File: config.mk
export PLATFORM = sky130hd
export DESIGN_NAME = mcp_sequencer
export DESIGN_NICKNAME = d
export VERILOG_FILES = /design/src/rtl/mcp_pkg.sv /design/src/rtl/mcp_watchdog.sv /design/src/rtl/mcp_sequencer.sv
export SDC_FILE = /design/constraint.sdc
export NUM_CORES = 1
export LEC_CHECK = 0
export ABC_AREA = 0
export CELL_PAD_IN_SITES_DETAIL_PLACEMENT = 1
export CELL_PAD_IN_SITES_GLOBAL_PLACEMENT = 1
export CORE_MARGIN = 2
export CORE_UTILIZATION = 38
export CTS_CLUSTER_DIAMETER = 100
export DETAILED_ROUTE_END_ITERATION = 16
export MAX_ROUTING_LAYER = met4
export PLACE_DENSITY_LB_ADDON = 0.2
export SLEW_MARGIN = 15
export SYNTH_ARGS = -nofsm -noshare
export SYNTH_HDL_FRONTEND = slang
export SYNTH_HIERARCHICAL = 1
export SYNTH_SLANG_ARGS = --single-unit
File: constraint.sdc
create_clock -name clk -period 2.21 [get_ports clk]
set_input_delay 0.663 -clock clk [delete_from_list [all_inputs] [get_ports clk]]
set_output_delay 0.663 -clock clk [all_outputs]
set_load 0.05 [all_outputs]
File: src/rtl/mcp_pkg.sv
// Shared types and constants for the multi-cycle processor sequencer.
package mcp_pkg;

  typedef enum logic [2:0] {
    ST_IDLE,
    ST_FETCH,
    ST_DECODE,
    ST_EXEC_ALU,
    ST_EXEC_MEM,
    ST_HALT
  } state_t;

  localparam logic [2:0] OP_LOAD  = 3'b000;
  localparam logic [2:0] OP_ADD   = 3'b001;
  localparam logic [2:0] OP_SUB   = 3'b010;
  localparam logic [2:0] OP_STORE = 3'b011;
  localparam logic [2:0] OP_IN    = 3'b100;
  localparam logic [2:0] OP_OUT   = 3'b101;
  localparam logic [2:0] OP_SHL   = 3'b110;
  localparam logic [2:0] OP_HALT  = 3'b111;

  localparam int RET_W = 16;

  function automatic logic is_alu(input logic [2:0] op);
    return (op == OP_ADD) || (op == OP_SUB) || (op == OP_SHL);
  endfunction

endpackage

File: src/rtl/mcp_watchdog.sv
// Counts consecutive un-acked request cycles; flags expiry on the last one.
module mcp_watchdog
  import mcp_pkg::*;
#(
  parameter int TIMEOUT_CYCLES = 15
) (
  input  logic clk,
  input  logic rst,
  input  logic i_en,
  input  logic i_ack,
  output logic o_expire
);

  localparam int CW =
    (TIMEOUT_CYCLES > 1) ? $clog2(TIMEOUT_CYCLES) : 1;
  localparam logic [CW-1:0] LIM =
    CW'((TIMEOUT_CYCLES > 0) ? TIMEOUT_CYCLES - 1 : 0);

  logic [CW-1:0] r_cnt;

  // An ack in the limit cycle wins over expiry.
  assign o_expire = (TIMEOUT_CYCLES != 0) && i_en &&
                    !i_ack && (r_cnt == LIM);

  always_ff @(posedge clk or posedge rst) begin
    if (rst) begin
      r_cnt <= '0;
    end else if (!i_en || i_ack || o_expire) begin
      r_cnt <= '0;
    end else begin
      r_cnt <= r_cnt + 1'b1;
    end
  end

endmodule

File: src/rtl/mcp_sequencer.sv
// Multi-cycle fetch/decode/execute controller with transfer watchdog.
module mcp_sequencer
  import mcp_pkg::*;
#(
  parameter int TIMEOUT_CYCLES = 15
) (
  input  logic             clk,
  input  logic             rst,
  input  logic             run,
  input  logic [2:0]       opCode,
  input  logic             MemAck,
  output logic             IrLoad,
  output logic             PcInc,
  output logic             MemReq,
  output logic             Rd,
  output logic             Wr,
  output logic             IOMemSel,
  output logic             AddSub,
  output logic             LoadAcc,
  output logic             AcSel,
  output logic             Shift,
  output logic             busy,
  output logic             halted,
  output logic             err,
  output logic [RET_W-1:0] retired
);

  state_t           r_state;
  state_t           w_next;
  logic [2:0]       r_op;
  logic [RET_W-1:0] r_ret;
  logic             r_err;
  logic             w_retire;
  logic             w_set_err;
  logic             w_expire;
  logic             w_rd_op;

  mcp_watchdog #(
    .TIMEOUT_CYCLES(TIMEOUT_CYCLES)
  ) u_wd (
    .clk     (clk),
    .rst     (rst),
    .i_en    (MemReq),
    .i_ack   (MemAck),
    .o_expire(w_expire)
  );

  assign w_rd_op = (r_op == OP_LOAD) || (r_op == OP_IN);
  assign err     = r_err;
  assign retired = r_ret;

  always_comb begin
    w_next    = r_state;
    w_retire  = 1'b0;
    w_set_err = 1'b0;
    IrLoad    = 1'b0;
    PcInc     = 1'b0;
    MemReq    = 1'b0;
    Rd        = 1'b0;
    Wr        = 1'b0;
    IOMemSel  = 1'b0;
    AddSub    = 1'b0;
    LoadAcc   = 1'b0;
    AcSel     = 1'b0;
    Shift     = 1'b0;
    busy      = 1'b0;
    halted    = 1'b0;
    unique case (r_state)
      ST_IDLE: begin
        if (run) w_next = ST_FETCH;
      end
      ST_FETCH: begin
        busy   = 1'b1;
        MemReq = 1'b1;
        Rd     = 1'b1;
        if (MemAck) begin
          IrLoad = 1'b1;
          PcInc  = 1'b1;
          w_next = ST_DECODE;
        end else if (w_expire) begin
          w_set_err = 1'b1;
          w_next    = ST_HALT;
        end
      end
      // Branch on the live opcode; it is latched on this same edge.
      ST_DECODE: begin
        busy = 1'b1;
        if (opCode == OP_HALT) begin
          w_retire = 1'b1;
          w_next   = ST_HALT;
        end else if (is_alu(opCode)) begin
          w_next = ST_EXEC_ALU;
        end else begin
          w_next = ST_EXEC_MEM;
        end
      end
      ST_EXEC_ALU: begin
        busy     = 1'b1;
        LoadAcc  = 1'b1;
        AcSel    = 1'b1;
        AddSub   = (r_op == OP_SUB);
        Shift    = (r_op == OP_SHL);
        w_retire = 1'b1;
        w_next   = run ? ST_FETCH : ST_IDLE;
      end
      ST_EXEC_MEM: begin
        busy     = 1'b1;
        MemReq   = 1'b1;
        Rd       = w_rd_op;
        Wr       = !w_rd_op;
        IOMemSel = (r_op == OP_IN) || (r_op == OP_OUT);
        if (MemAck) begin
          LoadAcc  = w_rd_op;
          w_retire = 1'b1;
          w_next   = run ? ST_FETCH : ST_IDLE;
        end else if (w_expire) begin
          w_set_err = 1'b1;
          w_next    = ST_HALT;
        end
      end
      ST_HALT: begin
        halted = 1'b1;
      end
      default: begin
        w_next = ST_IDLE;
      end
    endcase
  end

  always_ff @(posedge clk or posedge rst) begin
    if (rst) begin
      r_state <= ST_IDLE;
      r_op    <= OP_LOAD;
      r_ret   <= '0;
      r_err   <= 1'b0;
    end else begin
      r_state <= w_next;
      if (r_state == ST_DECODE) r_op <= opCode;
      if (w_retire) r_ret <= r_ret + 1'b1;
      if (w_set_err) r_err <= 1'b1;
    end
  end

endmodule
; After elaboration in Yosys (flattened, before gate mapping)
; Index checks and enable logic that the tools add are counted.
[word_totals]
reg_bits = 27
in_bits = 7
out_inout_bits = 29
word_cells = 66
[op_classes]
addsub = 2
n_eq_ne = 15
muxes = 27
bitwise = 1
reduce_logical = 16
[ops]
columns = op, n
row1 = equality test 3 bit (second input constant), 7
row2 = 2-to-1 mux 3 bit, 6
row3 = case mux 3 bit (6 select lines), 1
row4 = adder 16 x 1 -> 16 bit (second input constant), 1
row5 = 2-to-1 mux 1 bit, 16
row6 = equality test 3 x 2 -> 1 bit (second input constant), 4
row7 = equality test 3 x 1 -> 1 bit (second input constant), 2
row8 = logical NOT 3 bit, 2
row9 = logical OR 1 bit, 6
row10 = adder 4 x 1 -> 4 bit (second input constant), 1
row11 = equality test 4 bit (second input constant), 1
row12 = 2-to-1 mux 4 bit, 1
row13 = case mux 1 bit (2 select lines), 2
row14 = OR reduction 4 bit, 1
row15 = logical NOT 1 bit, 3
row16 = case mux 1 bit (3 select lines), 1
row17 = logical AND 1 bit, 2
row18 = inequality test 2 bit (second input constant), 1
row19 = AND reduction 2 bit, 1
row20 = OR reduction 2 bit, 1
row21 = inverter 1 bit, 1

; Depth between registers and ports, before layout
[depth]
word_depth = 8
mapped_depth = 8

; By module
; The synthesis kept the hierarchy.
[by_module_without_submodules]
columns = mod, n_inst, cells_each, area_per_inst_um2
row1 = mcp_sequencer, 1, 118, 1333.8
row2 = mcp_watchdog, 1, 18, 190.2

; Least setup slack after synthesis
; Ideal clock, no wire load.
[synth_timing]
path_type = register -> output
start = register r_state[1]
end = output AddSub
arrival_ns = 2.451
required_time_ns = 1.547
path_slack_ns = -0.904
stages_incl_launch_ff = 4
cell_sequence = dfrtp_1 -> clkbuf_1 -> nand2_1 -> nor4b_1
[synth_via]
elab_chain_len = 2
[synth_rtl]
columns = element, line
row1 = start: declaration, mcp_sequencer.sv:28  ; state_t r_state;
row2 = start signal: assignment, mcp_sequencer.sv:137  ; r_state <= w_next;
row3 = equality test 3 x 2 -> 1 bit, mcp_sequencer.sv:68  ; unique case (r_state)
row4 = 2-to-1 mux 1 bit, mcp_sequencer.sv:68
row5 = end: declaration, mcp_sequencer.sv:18  ; output logic AddSub,
; Every way passes these cells.

; Final worst setup path
[layout_timing]
start = register r_state[0]
end = output IOMemSel
[layout_via]
elab_chain_len = 2
[layout_rtl]
columns = element, line
row1 = equality test 3 bit, mcp_sequencer.sv:68
row2 = 2-to-1 mux 1 bit, mcp_sequencer.sv:68
row3 = end: declaration, mcp_sequencer.sv:17  ; output logic IOMemSel,
; Every way passes these cells.

==> metrics.md <==
| Metric | Value |
|---|---|
| Die Y-Extent | 67.33 µm |
| Initial antenna violation count | 0 |
| Buf/Inv on CP | 1 |
| # DRC | 0 |
| CTS tree | done |
| GRT Overall Usage | 18.67% |
| Top cell type by total area after synthesis | dfrtp_1 |
| CP Class | reg -> out |
| DP Worst Slack | -0.2619 ns |
| Crit. End Element | output pin |
| Yosys warns | 6 |
| # diodes | 0 |
| Nets | 201 |
| Slew @ Worst Pin | 0.4870 ns |
| Cell Chain, Critical Path | or3b_4, nor3b_4, buf_12 |
| Post-synthesis cell count | 136 |
| DIE AREA | 4533 µm² |
| Total number of cells along the worst setup path | 3 |
| Critical Path Sink | IOMemSel |
| IO Pins | 36 |
| Pwr Total | 3099 µW |
| Vias in the first global route | 1224 |
| Die X | 67.33 µm |
| Sequential-to-total area share from yosys stat | 44.33% |
| Drt pass-1 iters | 3 |
| Reg2reg end | retired[10] |
| Ys async rst share | 100.0% |
| Avg Inst Size Synth | 11.21 µm² |
| Post-synth EDFFs | 0 |
| Outcome | finished, final reports clean |
| Crit path DAT | 1.55 ns |
| Setup WS post-layout | 0.0006284 ns |
| Final setup fails | 0 |
| CP Max Fanout | 4 |
| Final ANT Viol Nets | 0 |
| Total wire length | 4125 µm |
| Maximum clock frequency | 0.4526 GHz |
| Share of layout cells above drive strength 1 | 47.37% |
| Crit path launch | r_state[0] |
| # rows | 23 |
| VDD IR-drop max | 0.0006772 V |
| Clk buf depth | 2 |
| Top-area cell type share of the netlist area | 44.33% |
| Root buf cell | clkbuf_8 |
| Fin. Hold Viols | 0 |
| Vias per cell | 5.050 |
| Placer Congestion | 0.7622 |
| Top_reg_cell synth | dfrtp_1 |
| IO buf count | 35 |
| Starting DRC count in detailed routing | 29 |
| Top cells by area, synth | dfrtp_1, xor2_1, nor3_2 |
| GRT Residual Overflow | 0 |
| Reg2reg start | r_state[1] |
| CTS H-tree depth | 1 |
| Post-DP HPWL | 2908 µm |
| DR WL/cell | 17.19 µm |
| Largest net degree at the start of global routing | 17 |
| Clock sink total | 27 |
| Clock Skew | 0.003098 ns |
| Mapped cell area | 1524 µm² |
| Layout area overhead | 53.20% |
| Slowest stage cell, crit path | dfrtp_1 |
| Top cells by count, synth | dfrtp_1, xor2_1, nor2_1 |
| RSZ-0062 raised after global routing | true |
| Tmin final | 2.209 ns |
| CP required | 1.55 ns |
| Most numerous cell in the Yosys netlist | dfrtp_1 |
| Mapped Nets | 146 |
| Worst Hold Class | reg -> reg |
| Initial core utilization | 38.65% |
| Top Family by Delay on Critical Path | simple AND/OR/NAND/NOR gates |
| Vias | 1212 |
| Power Density | 1327 nW/µm² |
| Largest stage delay, worst path | 0.43 ns |
| CTS Buf Count | 3 |
| Tcrit/Tclk final | 99.97% |
| Clock transition at the registers of the reported paths | 0.10 ns |
| Seq cells post-synth | 27 |
| CP startpoint kind | flip-flop |
| First-pass GRT wire length | 6037 µm |
| Slew HR | 67.44% |
| R2R Setup Slk | 0.30 ns |
| Worst R2R Path Depth | 7 |
| Worst-Skew Late Latency | 0.28 ns |
| Pleak | 0.001095 µW |
| Final slew viol count | 0 |
| Distinct cell type count after synthesis | 44 |
| Core box area | 3943 µm² |
| Max-Cap Viols | 0 |
metal layers:
layer  GRT usage (%)  wire (µm)  vias to the layer above  share of wire [%]
met3           2.000        145                        7                3.5
met5               -          0                        -                  0
met1           22.56       1711                      597                 41
li1                -          -                      578                  -
met2           31.93       2189                       30                 53
met4           7.398         78                        0                1.9
placed cells by master (no fill, tap or decap), drive strengths merged, types with 6 or more instances in the layout:
cell type	netlist	routed
buf	4	50
dfrtp	27	27
nand2	7	7
nand2b	7	7
nand3	6	6
nor2	9	9
nor3	6	6
xor2	14	14
how the worst min path moves through the flow:
stage,depth (start not counted),end,start,slack [ns]
finish,1,err,err,0.49
detailed placement,1,retired[15],retired[15],0.48
CTS,1,err,err,0.51
floorplan,1,u_wd/r_cnt[0],rst,0.43
global placement,1,err,err,0.44
global route,1,err,err,0.52
where the power goes:
part / internal [µW] / leakage, µW / switching (µW)
Combinational: 921 / 0.000719 / 1100
Clock: 128 / 0.0000217 / 170
Sequential: 608 / 0.000354 / 167
Total: 1660 / 0.00110 / 1440
cells by family (layout without fill, tap and decap cells):
family	Yosys count	count (layout)	synth area share (%)
and+or+nand+nor	57	57	27.10
DFF	27	27	44.34
xor gates and xnor gates	19	19	11.41
AOI/OAI and AO/OA	13	13	6.404
buffers and inverters	11	65	4.023
muxes	6	6	4.269
adders and majority gates	3	3	2.463
metrics by stage:
| step | cell area, µm² | hold slack [ns] | TNS, ns | util (%) | instances |
|---|---|---|---|---|---|
| finish | 2335 | 0.4946 | 0 | 59.22 | 240 |
| global route | 2335 | 0.5167 | -0.3053 | 59.22 | 240 |
| CTS | 2203 | 0.5079 | -0.3579 | 55.89 | 236 |
| detailed placement | 2136 | 0.4793 | -1.258 | 54.17 | 230 |
| global placement | 2136 | 0.4395 | -0.8017 | 54.17 | 230 |
| floorplan | 1579 | 0.4291 | -0.6288 | - | 136 |
sequential cells by signal (all words and copies together) (netlist names):
register and count:
u_wd/r_cnt 4, err 1, retired 16, r_op 3, r_state 3
layout make-up:
type,count,area [µm²]
fill,405,1608
multi-input combinational,98,925.9
sequential,27,675.6
timing repair buffer,56,599.3
tap,50,62.56
clock buffer,3,41.29
inverter,5,22.52
clock inverter,1,7.507
timing repair:
item,CTS,global route
hold buffers,0,0
setup buffers,2,4
pin swaps,3,6
setup endpoints to repair,9,9
resized for setup,3,18
No activity file was read; power rests on OpenSTA's default activity.
